===== config.mk =====
export PLATFORM = sky130hd
export DESIGN_NAME = chan_512_packet_avgiq_accum
export DESIGN_NICKNAME = d
export VERILOG_FILES = /design/src/rtl/chan_512_packet_avgiq_accum.sv
export SDC_FILE = /design/constraint.sdc
export NUM_CORES = 1
export LEC_CHECK = 0
export CAP_MARGIN = 20
export CORE_UTILIZATION = 48
export CTS_CLUSTER_DIAMETER = 100
export DETAILED_ROUTE_END_ITERATION = 6
export PLACE_DENSITY_LB_ADDON = 0.1
export SLEW_MARGIN = 40
export SYNTH_ARGS = -nofsm -noshare
export SYNTH_HDL_FRONTEND = slang
export SYNTH_SLANG_ARGS = --single-unit

===== constraint.sdc =====
create_clock -name user_clk -period 2.7 [get_ports user_clk]
set_clock_uncertainty 0.15 [all_clocks]
set_input_delay 0.675 -clock user_clk [delete_from_list [all_inputs] [get_ports user_clk]]
set_output_delay 0.675 -clock user_clk [all_outputs]
set_load 0.01 [all_outputs]

===== src/rtl/chan_512_packet_avgiq_accum.sv =====
// Channel tracker and 2^LOG2_AVG-sample I/Q averager feeding the avgIQ snapshot BRAM.
// Define AVGIQ_ROUND_EN for round-half-up with positive saturation instead of floor truncation.
module chan_512_packet_avgiq_accum #(
    parameter int unsigned NCHAN    = 512,
    parameter int unsigned DW       = 16,
    parameter int unsigned LOG2_AVG = 4,
    parameter int unsigned ABITS    = 10
) (
    input  logic                     user_clk,
    input  logic                     user_rst,
    input  logic                     sync_in,
    input  logic [DW-1:0]            i_in,
    input  logic [DW-1:0]            q_in,
    input  logic                     run,
    input  logic [$clog2(NCHAN)-1:0] ch_sel,
    output logic [ABITS-1:0]         bram_addr,
    output logic [2*DW-1:0]          bram_din,
    output logic                     bram_we,
    output logic                     avg_done,
    output logic [31:0]              addr_out
);

    localparam int unsigned CW   = $clog2(NCHAN);
    localparam int unsigned AW   = DW + LOG2_AVG;
    localparam int unsigned NAVG = 1 << LOG2_AVG;

`ifdef AVGIQ_ROUND_EN
    localparam logic signed [AW:0] RND = (AW+1)'(NAVG / 2);
    localparam logic signed [AW:0] SAT = (AW+1)'((1 << (DW - 1)) - 1);
`endif

    typedef enum logic [1:0] {StIdle, StAccum, StWrite} state_e;

    state_e                state_q, state_d;
    logic [CW-1:0]         next_ch_q, next_ch_d;
    logic                  synced_q, synced_d;
    logic [CW-1:0]         ch_lat_q, ch_lat_d;
    logic signed [AW-1:0]  acc_i_q, acc_i_d;
    logic signed [AW-1:0]  acc_q_q, acc_q_d;
    logic [LOG2_AVG:0]     cnt_q, cnt_d;
    logic [ABITS-1:0]      wr_ptr_q, wr_ptr_d;
    logic [ABITS-1:0]      bram_addr_q, bram_addr_d;
    logic [2*DW-1:0]       bram_din_q, bram_din_d;
    logic                  bram_we_q, bram_we_d;
    logic [31:0]           addr_out_q, addr_out_d;

    logic [CW-1:0]         cur_ch;
    logic                  qualify;
    logic signed [AW-1:0]  i_ext, q_ext, sum_i, sum_q;

    function automatic logic [DW-1:0] avg_of(input logic signed [AW-1:0] acc);
`ifdef AVGIQ_ROUND_EN
        logic signed [AW:0] sh;
        sh = ((AW+1)'(acc) + RND) >>> LOG2_AVG;
        if (sh > SAT) begin
            avg_of = DW'(SAT);
        end else begin
            avg_of = DW'(sh);
        end
`else
        logic signed [AW-1:0] sh;
        sh = acc >>> LOG2_AVG;
        avg_of = DW'(sh);
`endif
    endfunction

    // cur_ch is the channel of the sample presented this cycle; the register holds its successor.
    assign cur_ch    = sync_in ? '0 : next_ch_q;
    assign next_ch_d = (cur_ch == CW'(NCHAN - 1)) ? '0 : cur_ch + 1'b1;
    assign synced_d  = synced_q | sync_in;
    assign qualify   = synced_q && (cur_ch == ch_lat_q);

    assign i_ext = AW'($signed(i_in));
    assign q_ext = AW'($signed(q_in));
    assign sum_i = acc_i_q + i_ext;
    assign sum_q = acc_q_q + q_ext;

    always_comb begin
        state_d     = state_q;
        ch_lat_d    = ch_lat_q;
        acc_i_d     = acc_i_q;
        acc_q_d     = acc_q_q;
        cnt_d       = cnt_q;
        wr_ptr_d    = wr_ptr_q;
        bram_addr_d = bram_addr_q;
        bram_din_d  = bram_din_q;
        bram_we_d   = 1'b0;
        addr_out_d  = addr_out_q;

        unique case (state_q)
            StIdle: begin
                if (run && synced_q) begin
                    ch_lat_d = ch_sel;
                    acc_i_d  = '0;
                    acc_q_d  = '0;
                    cnt_d    = '0;
                    state_d  = StAccum;
                end
            end
            StAccum: begin
                if (!run) begin
                    state_d = StIdle;
                end else if (qualify) begin
                    acc_i_d = sum_i;
                    acc_q_d = sum_q;
                    cnt_d   = cnt_q + 1'b1;
                    // Result is registered on this edge so the write lands in the next cycle.
                    if (cnt_q == (LOG2_AVG+1)'(NAVG - 1)) begin
                        bram_we_d   = 1'b1;
                        bram_din_d  = {avg_of(sum_i), avg_of(sum_q)};
                        bram_addr_d = wr_ptr_q;
                        state_d     = StWrite;
                    end
                end
            end
            StWrite: begin
                addr_out_d     = 32'(bram_addr_q);
                addr_out_d[31] = 1'b1;
                wr_ptr_d       = wr_ptr_q + 1'b1;
                if (run) begin
                    ch_lat_d = ch_sel;
                    acc_i_d  = '0;
                    acc_q_d  = '0;
                    cnt_d    = '0;
                    state_d  = StAccum;
                end else begin
                    state_d = StIdle;
                end
            end
            default: state_d = StIdle;
        endcase
    end

    always_ff @(posedge user_clk) begin
        if (user_rst) begin
            state_q     <= StIdle;
            next_ch_q   <= '0;
            synced_q    <= 1'b0;
            ch_lat_q    <= '0;
            acc_i_q     <= '0;
            acc_q_q     <= '0;
            cnt_q       <= '0;
            wr_ptr_q    <= '0;
            bram_addr_q <= '0;
            bram_din_q  <= '0;
            bram_we_q   <= 1'b0;
            addr_out_q  <= '0;
        end else begin
            state_q     <= state_d;
            next_ch_q   <= next_ch_d;
            synced_q    <= synced_d;
            ch_lat_q    <= ch_lat_d;
            acc_i_q     <= acc_i_d;
            acc_q_q     <= acc_q_d;
            cnt_q       <= cnt_d;
            wr_ptr_q    <= wr_ptr_d;
            bram_addr_q <= bram_addr_d;
            bram_din_q  <= bram_din_d;
            bram_we_q   <= bram_we_d;
            addr_out_q  <= addr_out_d;
        end
    end

    assign bram_addr = bram_addr_q;
    assign bram_din  = bram_din_q;
    assign bram_we   = bram_we_q;
    assign avg_done  = bram_we_q;
    assign addr_out  = addr_out_q;

endmodule


Yosys cells after proc, flatten, opt, wreduce, memory -nomap -nowiden --
Cells that the tools add are included.
Storage, ports and cells: input bits 45, word-level logic and storage cells 67, register bits 130, bits in writable memories 0, output and inout bits 76, ROM bits 0, memories kept 0, bits in latches 0
Operators by class: multipliers 0, eq/ne operators 11, shifts and indexed selects 0, add/sub/neg operators 5, div/mod/pow operators 0, reduce and logical (&&, ||, !) cells 11, order comparisons 0, bitwise operators 4, mux-type cells 24
Operators with widths (count):
- 20-bit two-way mux | 6
- 20-bit one-hot mux with 3 select lines | 2
- 20-bit by 16-bit adder with 20-bit output | 2
- 9-bit two-way mux | 3
- 5-bit two-way mux | 4
- 9-bit one-hot mux with 2 select lines | 1
- 5-bit one-hot mux with 3 select lines | 1
- 10-bit by 1-bit adder with 10-bit output, second input constant | 1
- 9-bit by 1-bit adder with 9-bit output, second input constant | 1
- 9-bit equality test | 1
- 9-bit equality test, second input constant | 1
- 2-bit two-way mux | 4
- 2-bit inequality test, second input constant | 4
- 3-bit inequality test, second input constant | 2
- 2-bit one-hot mux with 3 select lines | 1
- 3-bit AND reduction | 2
- 5-bit by 1-bit adder with 5-bit output, second input constant | 1
- 5-bit by 4-bit equality test with 1-bit output, second input constant | 1
- 5-bit AND reduction | 1
- 4-bit AND reduction | 1
- 4-bit OR reduction | 1
- 1-bit inverter | 3
- 3-bit nonzero test | 1
- 2-bit by 1-bit equality test with 1-bit output, second input constant | 1
- other kinds (7) | 9

Logic depth before layout (Yosys ltp) --
depth after elaboration 6, gate-level depth with buffers 11, gate-level depth less buffers 10

Worst setup path after synthesis --
Ideal clock, no wire load.
path kind input-to-reg, from input port q_in[0], to register bram_din_q[12], in the netlist bram_din[12], required time 2418 ps, path buffers 0, path slack -178 ps, library setup time 132 ps, stages 10, arrival time 2595 ps, cells stage by stage ha_1 inv_1 fa_1 nand2b_1 a21oi_1 o21ai_0 nor4_1 nor4_1 o31ai_1 a21oi_1
Between the ends: longest elaborated chain between the ends 1
Ends and longest elaborated chain:
- start, declared | RTL line 13 | input logic [DW-1:0] q_in,
- 20-bit by 16-bit adder with 20-bit output | RTL line 76 | assign sum_q = acc_q_q + q_ext;
- end signal, assigned | RTL line 158 | bram_din_q <= bram_din_d;
- end, declared | RTL line 43 | logic [2*DW-1:0] bram_din_q, bram_din_d;
Every way passes these cells. A chain may end at the register's enable or synchronous reset.

Final worst setup path --
from input port q_in[9], to register acc_q_q[18]
Between the ends: longest elaborated chain between the ends 4
Ends and longest elaborated chain:
- 20-bit by 16-bit adder with 20-bit output | RTL line 76
- 20-bit two-way mux | RTL line 103 | end else if (qualify) begin
- 20-bit two-way mux | RTL line 101 | if (!run) begin
- 20-bit one-hot mux with 3 select lines | RTL line 90 | unique case (state_q)
- end signal, assigned | RTL line 154 | acc_q_q <= acc_q_d;
- end, declared | RTL line 39 | logic signed [AW-1:0] acc_q_q, acc_q_d;
Every way passes these cells. The select of a mux whose other input is x is not followed.

==> metrics.txt <==
drt initial violations 405; DRC violation count after routing 0; count leader, synth nand2_1; CP arrival 2.79 ns; vias 7534; endpoints failing hold 0; Seq cells post-synth 130; vias per cell 5.44; Synth area leader dfxtp_1; Cell variety after synth 68; die span in x 127 µm; floorplan row count 45; Startpoint Class input pin; Crit Path Category in -> reg; die area 0.0161 mm²; final setup fails 0; Net Sw Frac 25.3%; fin crit share 98.2%; PortBufs 99; critical path endpoint category register; DP Wirelength 14900 µm; top cell type's share of synthesized area 34.8%; GR Util met3 4.85%; Syn Area/Cell 7.84 µm²; GRT Util Overall 26.3%; total wire length 21000 µm; hold crit path type reg -> reg; total CTS buffers 17; per-cell routed wire length 15.1 µm; share of cells above drive strength 1 22.0%; initial core utilization 49.3%; met1 Track Usage GR 36.3%; Clk pwr share 48.5%; Syn. warnings 0; largest fanout on the critical path 6; RSZ-0062 raised after global routing yes; Area contributors post-synth dfxtp_1 (35%), nand2_1 (8.3%), a21oi_1 (7.6%), ha_1 (7.2%), nand3_1 (3.4%); EDFF count, synth 0; htree depth 4; Final min period 2.65 ns; Cells after Synth 955; Power Dens Cells 448 mW/mm²; nets 1275; portion of total power attributed to sequential cells 40.9%; clock sinks 130; IO Pins 121; final total power 4750 µW; Final Max Slew Viols 0; Max Root-Sink Buffers 2; WP data required 2.84 ns; number of global-route vias before repair 6928; Pint 3550 µW; Detail Route Antenna Nets 0; Placeable Area 0.0152 mm²; sequential fraction of the synthesis area 34.8%; gpl congestion 0.879; P_sw 1200 µW; first-pass GRT wire length 33900 µm; router iterations before antenna repair 7; status finished clean; initial antenna violation count 0; TritonCTS clock tree built; Lkg Pwr 0.00428 µW; Top Usage Layer GRT met2; setup TNS 0 ns; root buf cell clkbuf_16; worst-skew pair later-pin latency 0.42 ns; top_reg_cell synth dfxtp_1; Fmax 377 MHz; synthesis-to-layout area growth 41.5%; Reg clk slew, reported paths 0.06 ns; Peak VDD IR 0.000437 V; Combinational Power Share 10.6%; largest net degree at the start of global routing 70; Cell Area, Synth 0.00749 mm²; most instantiated cells after synthesis nand2_1 (165), dfxtp_1 (130), a21oi_1 (113), nor2_1 (68), nand3_1 (51); Hold Buf Count CTS 0; ys async rst share 0%; Chip Height 127 µm; # diodes 0; total congestion overflow 0; max_cap viols 0; GR Layer Usage met2 42.4%
[worst max-delay path, stage by stage]
cell and delay (ns):
clkdlybuf4s50_1 0.42, ha_1 0.40, o21ai_1 0.16, a21o_1 0.16, a21oi_1 0.09, a2bb2oi_2 0.16, a221o_1 0.40, xnor2_2 0.20
o21ai_0 0.13
[kinds of logic (layout without fill, tap and decap cells)]
group | count (synthesis) | count (layout) | share of synthesized area, %
xor gates and xnor gates | 41 | 41 | 4.98
DFF | 130 | 130 | 34.8
muxes | 1 | 1 | 0.134
and+or+nand+nor | 398 | 398 | 25.0
adders and majority gates | 45 | 45 | 7.72
AOI/OAI and AO/OA | 251 | 251 | 21.0
other | 1 | 21 | 0.0501
buffers and inverters | 88 | 311 | 6.32
[final cells by class]
| class | count | area (µm²) |
|---|---|---|
| multi-input combinational | 757 | 4850 |
| fill | 1267 | 4610 |
| sequential | 130 | 2600 |
| timing repair buffer | 258 | 2240 |
| clock buffer | 18 | 429 |
| tap | 188 | 235 |
| clock inverter | 14 | 153 |
| inverter | 21 | 78.8 |
[cell usage in the layout (no fill, tap or decap), types with 7 or more instances in the layout]
cell	netlist	routed
dfxtp_1	130	130
xor2_1	18	18
ha_1	43	31
or3_1	7	7
ha_4	0	9
a21oi_1	113	102
nand4_1	15	15
nand2_1	165	163
clkdlybuf4s50_1	0	90
a21oi_2	0	9
o21ai_0	44	29
xnor2_1	22	21
a21o_1	21	21
nand3_1	51	51
conb_1	1	21
nor3_1	15	14
clkbuf_16	0	17
nor2b_1	15	14
buf_4	26	156
a211oi_2	5	10
o21ai_1	0	9
and2_1	7	7
nand2b_1	17	16
inv_1	21	19
nor2_1	68	68
[path summary, 6_finish.rpt]
kind	from	end	slack, ns	cells past startpoint
max	q_in[9]	acc_q_q[18]	0.05	9
min reg2reg	bram_din[3]	bram_din[3]	0.30	2
min	bram_din[3]	bram_din[3]	0.30	2
max reg2reg	acc_q_q[6]	acc_q_q[19]	0.27	8
[metal layers]
metal  up-vias  routed length (µm)  part of all wire [%]
met4         0                 184                  0.88
met5         -                   0                     0
li1       3798                   -                     -
met3        14                 841                   4.0
met2       161                9710                    46
met1      3561               10200                    49
[metrics by stage]
stage	area (µm²)	util, %	setup WS [ns]	hold WS, ns	cells
after floorplan	7590	-	-0.0207	0.270	975
after global placement	9620	63.3	-0.642	0.281	1349
after detailed placement	9620	63.3	-0.670	0.294	1349
after CTS	10300	68.0	0.000633	0.303	1384
after global routing	10600	69.7	-0.0637	0.317	1386
final	10600	69.7	0.0477	0.299	1386
[power groups by stage]
stage          logic [µW]  registers, µW  clock network (µW)
3_5_place_dp          461           1990                   0
2_1_floorplan         264           1980                   0
3_3_place_gp          459           1990                   0
4_1_cts               474           1940                2330
6_report              503           1940                2300
5_1_grt               548           1950                2440
[flip-flops by register name, indices dropped and copies added, names as in the netlist]
register and count:
acc_i_q 20, acc_q_q 20, addr_out 11, avg_done 1
bram_addr 10, bram_din 32, ch_lat_q 9, cnt_q 5
next_ch_q 9, state_q 2, synced_q 1, wr_ptr_q 10
[timing repair]
item,CTS,global route
pin swaps,15,33
resized for setup,35,55
cloned,0,0
buffers inserted,3,3
setup endpoints to repair,34,37
No activity file was read; power rests on OpenSTA's default activity.
